$ cat src/rtl/vga_mem_arbiter_pkg.sv
// rtl/vga_mem_arbiter_pkg.sv - raster defaults, word packing constant and arbiter state type
package vga_mem_arbiter_pkg;

  localparam int DEF_H_RES   = 640;
  localparam int DEF_V_RES   = 480;
  localparam int DEF_H_TOTAL = 800;
  localparam int DEF_V_TOTAL = 525;

  localparam int PIX_PER_WORD = 8;

  typedef enum logic [1:0] {
    ST_IDLE,
    ST_DISP,
    ST_WR
  } arb_state_t;

endpackage

$ cat src/rtl/vga_pixel_shifter.sv
// rtl/vga_pixel_shifter.sv - scanout holding register, 8-bit shifter and active-area gating
module vga_pixel_shifter
  import vga_mem_arbiter_pkg::*;
(
  input  logic                    clk,
  input  logic                    rst_n,
  input  logic                    disp,
  input  logic [PIX_PER_WORD-1:0] rdata,
  input  logic                    load,
  input  logic                    active,
  output logic                    pixel
);

  logic                    disp_q;
  logic [PIX_PER_WORD-1:0] hold;
  logic [PIX_PER_WORD-1:0] shift;
  logic [PIX_PER_WORD-1:0] shift_next;

  // pixel registers the post-load/post-shift MSB so column x shows at locX = x+1
  always_comb begin
    shift_next = load ? hold : {shift[PIX_PER_WORD-2:0], 1'b0};
  end

  always_ff @(posedge clk or negedge rst_n) begin
    if (!rst_n) begin
      disp_q <= 1'b0;
      hold   <= '0;
      shift  <= '0;
      pixel  <= 1'b0;
    end else begin
      disp_q <= disp;
      if (disp_q) hold <= rdata;
      shift <= shift_next;
      pixel <= active & shift_next[PIX_PER_WORD-1];
    end
  end

endmodule

$ cat src/rtl/vga_mem_arbiter.sv
// rtl/vga_mem_arbiter.sv - pixel memory arbiter: scanout fetches first, writer gets free cycles
// Define VGA_ARB_VBLANK_WRITE_EN to permit writes only during vertical blanking.
module vga_mem_arbiter
  import vga_mem_arbiter_pkg::*;
#(
  parameter int H_RES   = DEF_H_RES,
  parameter int V_RES   = DEF_V_RES,
  parameter int H_TOTAL = DEF_H_TOTAL,
  parameter int V_TOTAL = DEF_V_TOTAL,
  parameter int ADDR_W  = 16
) (
  input  logic              PIXEL_CLK,
  input  logic              RESET_N,
  input  logic [12:0]       locX,
  input  logic [12:0]       locY,
  input  logic              wr_req,
  input  logic [ADDR_W-1:0] wr_addr,
  input  logic [7:0]        wr_data,
  output logic              wr_ack,
  output logic [ADDR_W-1:0] mem_addr,
  output logic              mem_we,
  output logic [7:0]        mem_wdata,
  input  logic [7:0]        mem_rdata,
  output logic              pixel
);

  localparam int                WPL       = H_RES / PIX_PER_WORD;
  localparam logic [12:0]       H_RES_C   = 13'(H_RES);
  localparam logic [12:0]       V_RES_C   = 13'(V_RES);
  localparam logic [12:0]       X_MID_END = 13'(H_RES - PIX_PER_WORD);
  localparam logic [12:0]       X_W0      = 13'(H_TOTAL - PIX_PER_WORD);
  localparam logic [12:0]       X_LAST    = 13'(H_TOTAL - 1);
  localparam logic [12:0]       Y_LAST    = 13'(V_TOTAL - 1);
  localparam logic [ADDR_W-1:0] WPL_A     = ADDR_W'(WPL);

  arb_state_t        state;
  logic [ADDR_W-1:0] line_base;
  logic [ADDR_W-1:0] next_base;
  logic [ADDR_W-1:0] fetch_addr;
  logic              last_line;
  logic              fetch_mid;
  logic              fetch_w0;
  logic              fetch;
  logic              wr_ok;

`ifdef VGA_ARB_VBLANK_WRITE_EN
  assign wr_ok = (locY >= V_RES_C);
`else
  assign wr_ok = 1'b1;
`endif

  always_comb begin
    last_line  = (locY == Y_LAST);
    next_base  = last_line ? '0 : line_base + WPL_A;
    fetch_mid  = (locY < V_RES_C) && (locX[2:0] == 3'd0) && (locX < X_MID_END);
    fetch_w0   = (locX == X_W0) && (last_line || ((locY + 13'd1) < V_RES_C));
    fetch      = fetch_mid || fetch_w0;
    fetch_addr = fetch_w0 ? next_base : line_base + ADDR_W'(locX[12:3]) + ADDR_W'(1);
  end

  always_ff @(posedge PIXEL_CLK or negedge RESET_N) begin
    if (!RESET_N) line_base <= '0;
    else if (locX == X_LAST) line_base <= next_base;
  end

  // A fetch point landing on the WR cycle still wins; WR never chains into another write
  always_ff @(posedge PIXEL_CLK or negedge RESET_N) begin
    if (!RESET_N) begin
      state     <= ST_IDLE;
      mem_addr  <= '0;
      mem_we    <= 1'b0;
      mem_wdata <= '0;
      wr_ack    <= 1'b0;
    end else begin
      mem_we <= 1'b0;
      wr_ack <= 1'b0;
      if (fetch) begin
        state    <= ST_DISP;
        mem_addr <= fetch_addr;
      end else if (wr_req && wr_ok && (state != ST_WR)) begin
        state     <= ST_WR;
        mem_addr  <= wr_addr;
        mem_wdata <= wr_data;
        mem_we    <= 1'b1;
        wr_ack    <= 1'b1;
      end else begin
        state <= ST_IDLE;
      end
    end
  end

  vga_pixel_shifter u_shifter (
    .clk    (PIXEL_CLK),
    .rst_n  (RESET_N),
    .disp   (state == ST_DISP),
    .rdata  (mem_rdata),
    .load   (locX[2:0] == 3'd0),
    .active ((locX < H_RES_C) && (locY < V_RES_C)),
    .pixel  (pixel)
  );

endmodule
$ cat config.mk
export PLATFORM = sky130hd
export DESIGN_NAME = vga_mem_arbiter
export DESIGN_NICKNAME = d
export VERILOG_FILES = /design/src/rtl/vga_mem_arbiter_pkg.sv /design/src/rtl/vga_pixel_shifter.sv /design/src/rtl/vga_mem_arbiter.sv
export SDC_FILE = /design/constraint.sdc
export NUM_CORES = 1
export LEC_CHECK = 0
export BUFFER_PORTS_ARGS = -buffer_cell sky130_fd_sc_hd__buf_2
export CAP_MARGIN = 20
export CORE_ASPECT_RATIO = 1.75
export CORE_MARGIN = 5
export CORE_UTILIZATION = 30
export DETAILED_ROUTE_END_ITERATION = 16
export PLACE_DENSITY = 0.52
export SETUP_SLACK_MARGIN = 0.05
export SYNTH_ARGS = -nofsm -noshare
export SYNTH_HDL_FRONTEND = slang
export SYNTH_SLANG_ARGS = --single-unit
$ cat constraint.sdc
create_clock -name PIXEL_CLK -period 2.95 [get_ports PIXEL_CLK]
set_input_delay 0.59 -clock PIXEL_CLK [delete_from_list [all_inputs] [get_ports PIXEL_CLK]]
set_output_delay 0.59 -clock PIXEL_CLK [all_outputs]
set_load 0.01 [all_outputs]
==> load_flow_metrics.sql <==
INSERT INTO impl_metrics (metric_group, metric, value, unit) VALUES
('synthesis', 'ys_async_sr_fraction', '100', '%'),
('floorplanning', 'placement_rows', '52', ''),
('synthesis', 'yosys.cell_count.top_type', 'sky130_fd_sc_hd__dfrtp_1', ''),
('sta', 'finalWorstSetupSlack', '0.520', 'ns'),
('setup_path', 'worst_setup_path_end_kind', 'flip-flop', ''),
('synthesis', 'post_synth_main_area_contributors', 'sky130_fd_sc_hd__dfrtp_1 (42%), sky130_fd_sc_hd__nand2_1 (4.4%), sky130_fd_sc_hd__o21ai_0 (4.3%)', ''),
('route', 'drc_errors', '0', ''),
('setup_path', 'crit_path_cell_trace', 'buf_2, inv_1, ha_1, fa_1, nor2b_1, o21ai_0, o22ai_1, a31oi_1, or3_1, a21oi_1, o22a_1', ''),
('floorplanning', 'core-area', '11600', 'um^2'),
('sta', 'final.setup_skew', '0.00686', 'ns'),
('setup_path', 'critical_path_arrival', '2.70', 'ns'),
('clock_tree', 'numClockSinks', '59', ''),
('synthesis', 'ys.flop_type', 'sky130_fd_sc_hd__dfrtp_1', ''),
('synthesis', 'ys_seq_elements', '59', ''),
('synthesis', 'synth_edf_count', '0', ''),
('route', 'dr_total_vias', '3134', ''),
('synthesis', 'netlist-cell-type-count', '54', ''),
('clock_tree', 'post_cts_resize_count', '0', ''),
('synthesis', 'ys_top_cells_by_count', 'sky130_fd_sc_hd__dfrtp_1 (59), sky130_fd_sc_hd__nand2_1 (41), sky130_fd_sc_hd__nor2_1 (32)', ''),
('clock_tree', 'cts-htree-levels', '3', ''),
('place', 'final_gp_congestion', '0.874', ''),
('synthesis', 'synth_sequential_area_ratio', '41.8', '%'),
('finish', 'post_route_cells_drive_above_1_share', '30.8', '%'),
('route', 'drt-wirelength-per-cell', '17.4', 'um'),
('setup_path', 'top_cell_family_by_delay_on_the_critical_path', 'compound AO/OA/AOI/OAI gates', ''),
('place', 'input_output_buffers', '87', ''),
('setup_path', 'cpPeakStageDelay', '0.41', 'ns'),
('finish', 'final_net_count', '542', ''),
('floorplanning', 'start_util', '30.5', '%'),
('floorplanning', 'die_y_extent', '154', 'um'),
('clock_tree', 'cts.repair_timing.setup_buffer_count', '0', ''),
('floorplanning', 'die_outline_area', '14100', 'um^2'),
('global_route', 'grt_most_used_layer', 'met2', ''),
('finish', 'antennaDiodeCount', '0', ''),
('global_route', 'overflow', '0', ''),
('setup_path', 'critical-path-slowest-cell', 'sky130_fd_sc_hd__fa_1', ''),
('setup_path', 'worst-path-buf-inv', '2', ''),
('synthesis', 'area_leader_netlist', 'sky130_fd_sc_hd__dfrtp_1', ''),
('global_route', 'number_of_antenna_violations_at_the_first_check_in_global_routing', '0', ''),
('sta', 'rsz0062_at_grt', 'false', ''),
('pwr', 'leakage', '2.10', 'nW'),
('global_route', 'grt.total_usage', '15.7', '%'),
('setup_path', 'cp-start-kind', 'input port', ''),
('clock_tree', 'clk-insertion-delay-late', '0.33', 'ns'),
('sta', 'fin_crit', '2.43', 'ns'),
('clock_tree', 'max-clock-path-buffers', '2', ''),
('global_route', 'grt_use_met3', '3.28', '%'),
('floorplanning', 'design.portCount', '88', ''),
('setup_path', 'worst-setup-path-type', 'input port to flip-flop', ''),
('synthesis', 'netlist_area', '3530', 'um^2'),
('sta', 'slew_violations', '0', ''),
('clock_tree', 'post_cts_hold_buffer_count', '0', ''),
('sta', 'tns', '0', 'ns'),
('clock_tree', 'cts_tree', 'done', ''),
('sta', 'setup_viol', '0', ''),
('sta', 'max_clock_freq', '412', 'MHz'),
('setup_path', 'path_max_fanout', '3', ''),
('pwr', 'design_power_total', '2.26', 'mW'),
('global_route', 'vias_in_the_first_global_route', '3292', ''),
('place', 'post_dp_cell_area', '4140', 'um^2'),
('synthesis', 'postSynthNetCount', '450', ''),
('synthesis', 'synth-warning-count', '0', ''),
('flow_run', 'max-cap-violations', '0', ''),
('pwr', 'vdd.ir_drop.worst', '0.229', 'mV'),
('outcome', 'status', 'completed', ''),
('route', 'drt-total-wl', '10600', 'um'),
('sta', 'final-hold-violation-count', '0', ''),
('route', 'starting_drt_drc_count', '76', ''),
('synthesis', 'post-synth-top-area-fraction', '41.8', '%'),
('global_route', 'groute.layer.met1.usage', '16.7', '%'),
('min_path', 'holdCritPathClass', 'input port to async pin', '');
-- path summary, 6_finish.rpt --
check                           cells after the start                from                 end  slack (ns)
worst max-delay path                               11             locX[3]        mem_addr[12]        0.52
worst min-delay path                                1             RESET_N   u_shifter.hold[5]        0.33
worst max register to register                     10        line_base[0]        mem_addr[12]        0.54
worst min register to register                      2  u_shifter.shift[3]  u_shifter.shift[4]        0.45
max in group asynchronous                           2             RESET_N        mem_addr[10]        1.91
min in group PIXEL_CLK                              2  u_shifter.shift[3]  u_shifter.shift[4]        0.45
-- per-layer routing --
metal / up-vias / wire [um] / part of all wire (%)
met5: - / 0 / 0
met4: 0 / 357 / 3.4
met1: 1503 / 4060 / 38
li1: 1528 / - / -
met3: 25 / 436 / 4.1
met2: 78 / 5750 / 54
-- power by group --
group | internal [mW] | leakage (nW) | switching (mW)
combinational | 0.148 | 1.21 | 0.156
sequential | 0.859 | 0.743 | 0.0281
clock | 0.676 | 0.145 | 0.390
total | 1.68 | 2.10 | 0.574
-- worst reg2reg max path: stages, from the launching register on --
cell                      delay [ns]
sky130_fd_sc_hd__dfrtp_1        0.34
sky130_fd_sc_hd__inv_1          0.07
sky130_fd_sc_hd__ha_1           0.20
sky130_fd_sc_hd__fa_1           0.41
sky130_fd_sc_hd__nor2b_1        0.12
sky130_fd_sc_hd__o21ai_0        0.11
sky130_fd_sc_hd__o22ai_1        0.23
sky130_fd_sc_hd__a31oi_1        0.18
sky130_fd_sc_hd__or3_1          0.37
sky130_fd_sc_hd__a21oi_1        0.15
sky130_fd_sc_hd__o22a_1         0.15
-- through the flow --
step           hold WS [ns]  cells  utilization (%)
6_report              0.331    609             38.3
5_1_grt               0.397    609             38.3
4_1_cts               0.358    609             38.3
3_5_place_dp          0.438    593             35.7
3_3_place_gp          0.435    593             35.7
2_1_floorplan         0.294    377                -
-- state kept, by name (all words and copies together), names as in the netlist --
register and cells:
u_shifter.hold 8, state 1, u_shifter.pixel 1, mem_wdata 8, mem_addr 16, u_shifter.disp_q 1
u_shifter.shift 7, mem_we 1, line_base 16
-- layout by cell type, fill, tap and decap left out, types with 2 or more instances in the layout --
cell and count:
sky130_fd_sc_hd__a211o_1 3, sky130_fd_sc_hd__a211oi_1 4, sky130_fd_sc_hd__a21o_1 5, sky130_fd_sc_hd__a21oi_1 14, sky130_fd_sc_hd__a22oi_1 4, sky130_fd_sc_hd__a2bb2oi_1 6, sky130_fd_sc_hd__a31oi_1 3, sky130_fd_sc_hd__and2_1 2
sky130_fd_sc_hd__and3_1 3, sky130_fd_sc_hd__buf_2 87, sky130_fd_sc_hd__buf_4 13, sky130_fd_sc_hd__clkbuf_16 9, sky130_fd_sc_hd__clkinv_2 3, sky130_fd_sc_hd__clkinvlp_4 2, sky130_fd_sc_hd__dfrtp_1 59, sky130_fd_sc_hd__ha_1 11
sky130_fd_sc_hd__inv_1 11, sky130_fd_sc_hd__mux2_2 10, sky130_fd_sc_hd__mux2_4 8, sky130_fd_sc_hd__nand2_1 41, sky130_fd_sc_hd__nand2b_1 8, sky130_fd_sc_hd__nand3_1 12, sky130_fd_sc_hd__nand4_1 7, sky130_fd_sc_hd__nor2_1 32
sky130_fd_sc_hd__nor2b_1 4, sky130_fd_sc_hd__nor3_1 10, sky130_fd_sc_hd__nor4_1 3, sky130_fd_sc_hd__o21a_1 2, sky130_fd_sc_hd__o21ai_0 30, sky130_fd_sc_hd__o22a_1 7, sky130_fd_sc_hd__o22ai_1 4, sky130_fd_sc_hd__o31ai_1 4
sky130_fd_sc_hd__or2_2 3, sky130_fd_sc_hd__or3_1 9, sky130_fd_sc_hd__xnor2_1 9, sky130_fd_sc_hd__xor2_1 11
-- kinds of logic (layout without fill, tap and decap cells) --
group	after synthesis	count (layout)	synth area share, %
adder cells (fa/ha/maj)	12	12	4.46
AND/OR/NAND/NOR	143	143	20.7
flip-flops	59	59	41.8
buffers and inverters	31	128	4.11
AO/OA/AOI/OAI	94	94	17.4
XOR/XNOR	20	20	4.96
multiplexers	18	18	6.59
-- final cells by class --
| cell class | count | area (um^2) |
|---|---|---|
| Clock buffer | 10 | 239 |
| Clock inverter | 6 | 63.8 |
| Fill cell | 1209 | 7140 |
| Inverter | 12 | 46.3 |
| Multi-Input combinational cell | 287 | 1910 |
| Sequential cell | 59 | 1480 |
| Tap cell | 135 | 169 |
| Timing Repair Buffer | 100 | 533 |
No activity file was read; power rests on OpenSTA's default activity.
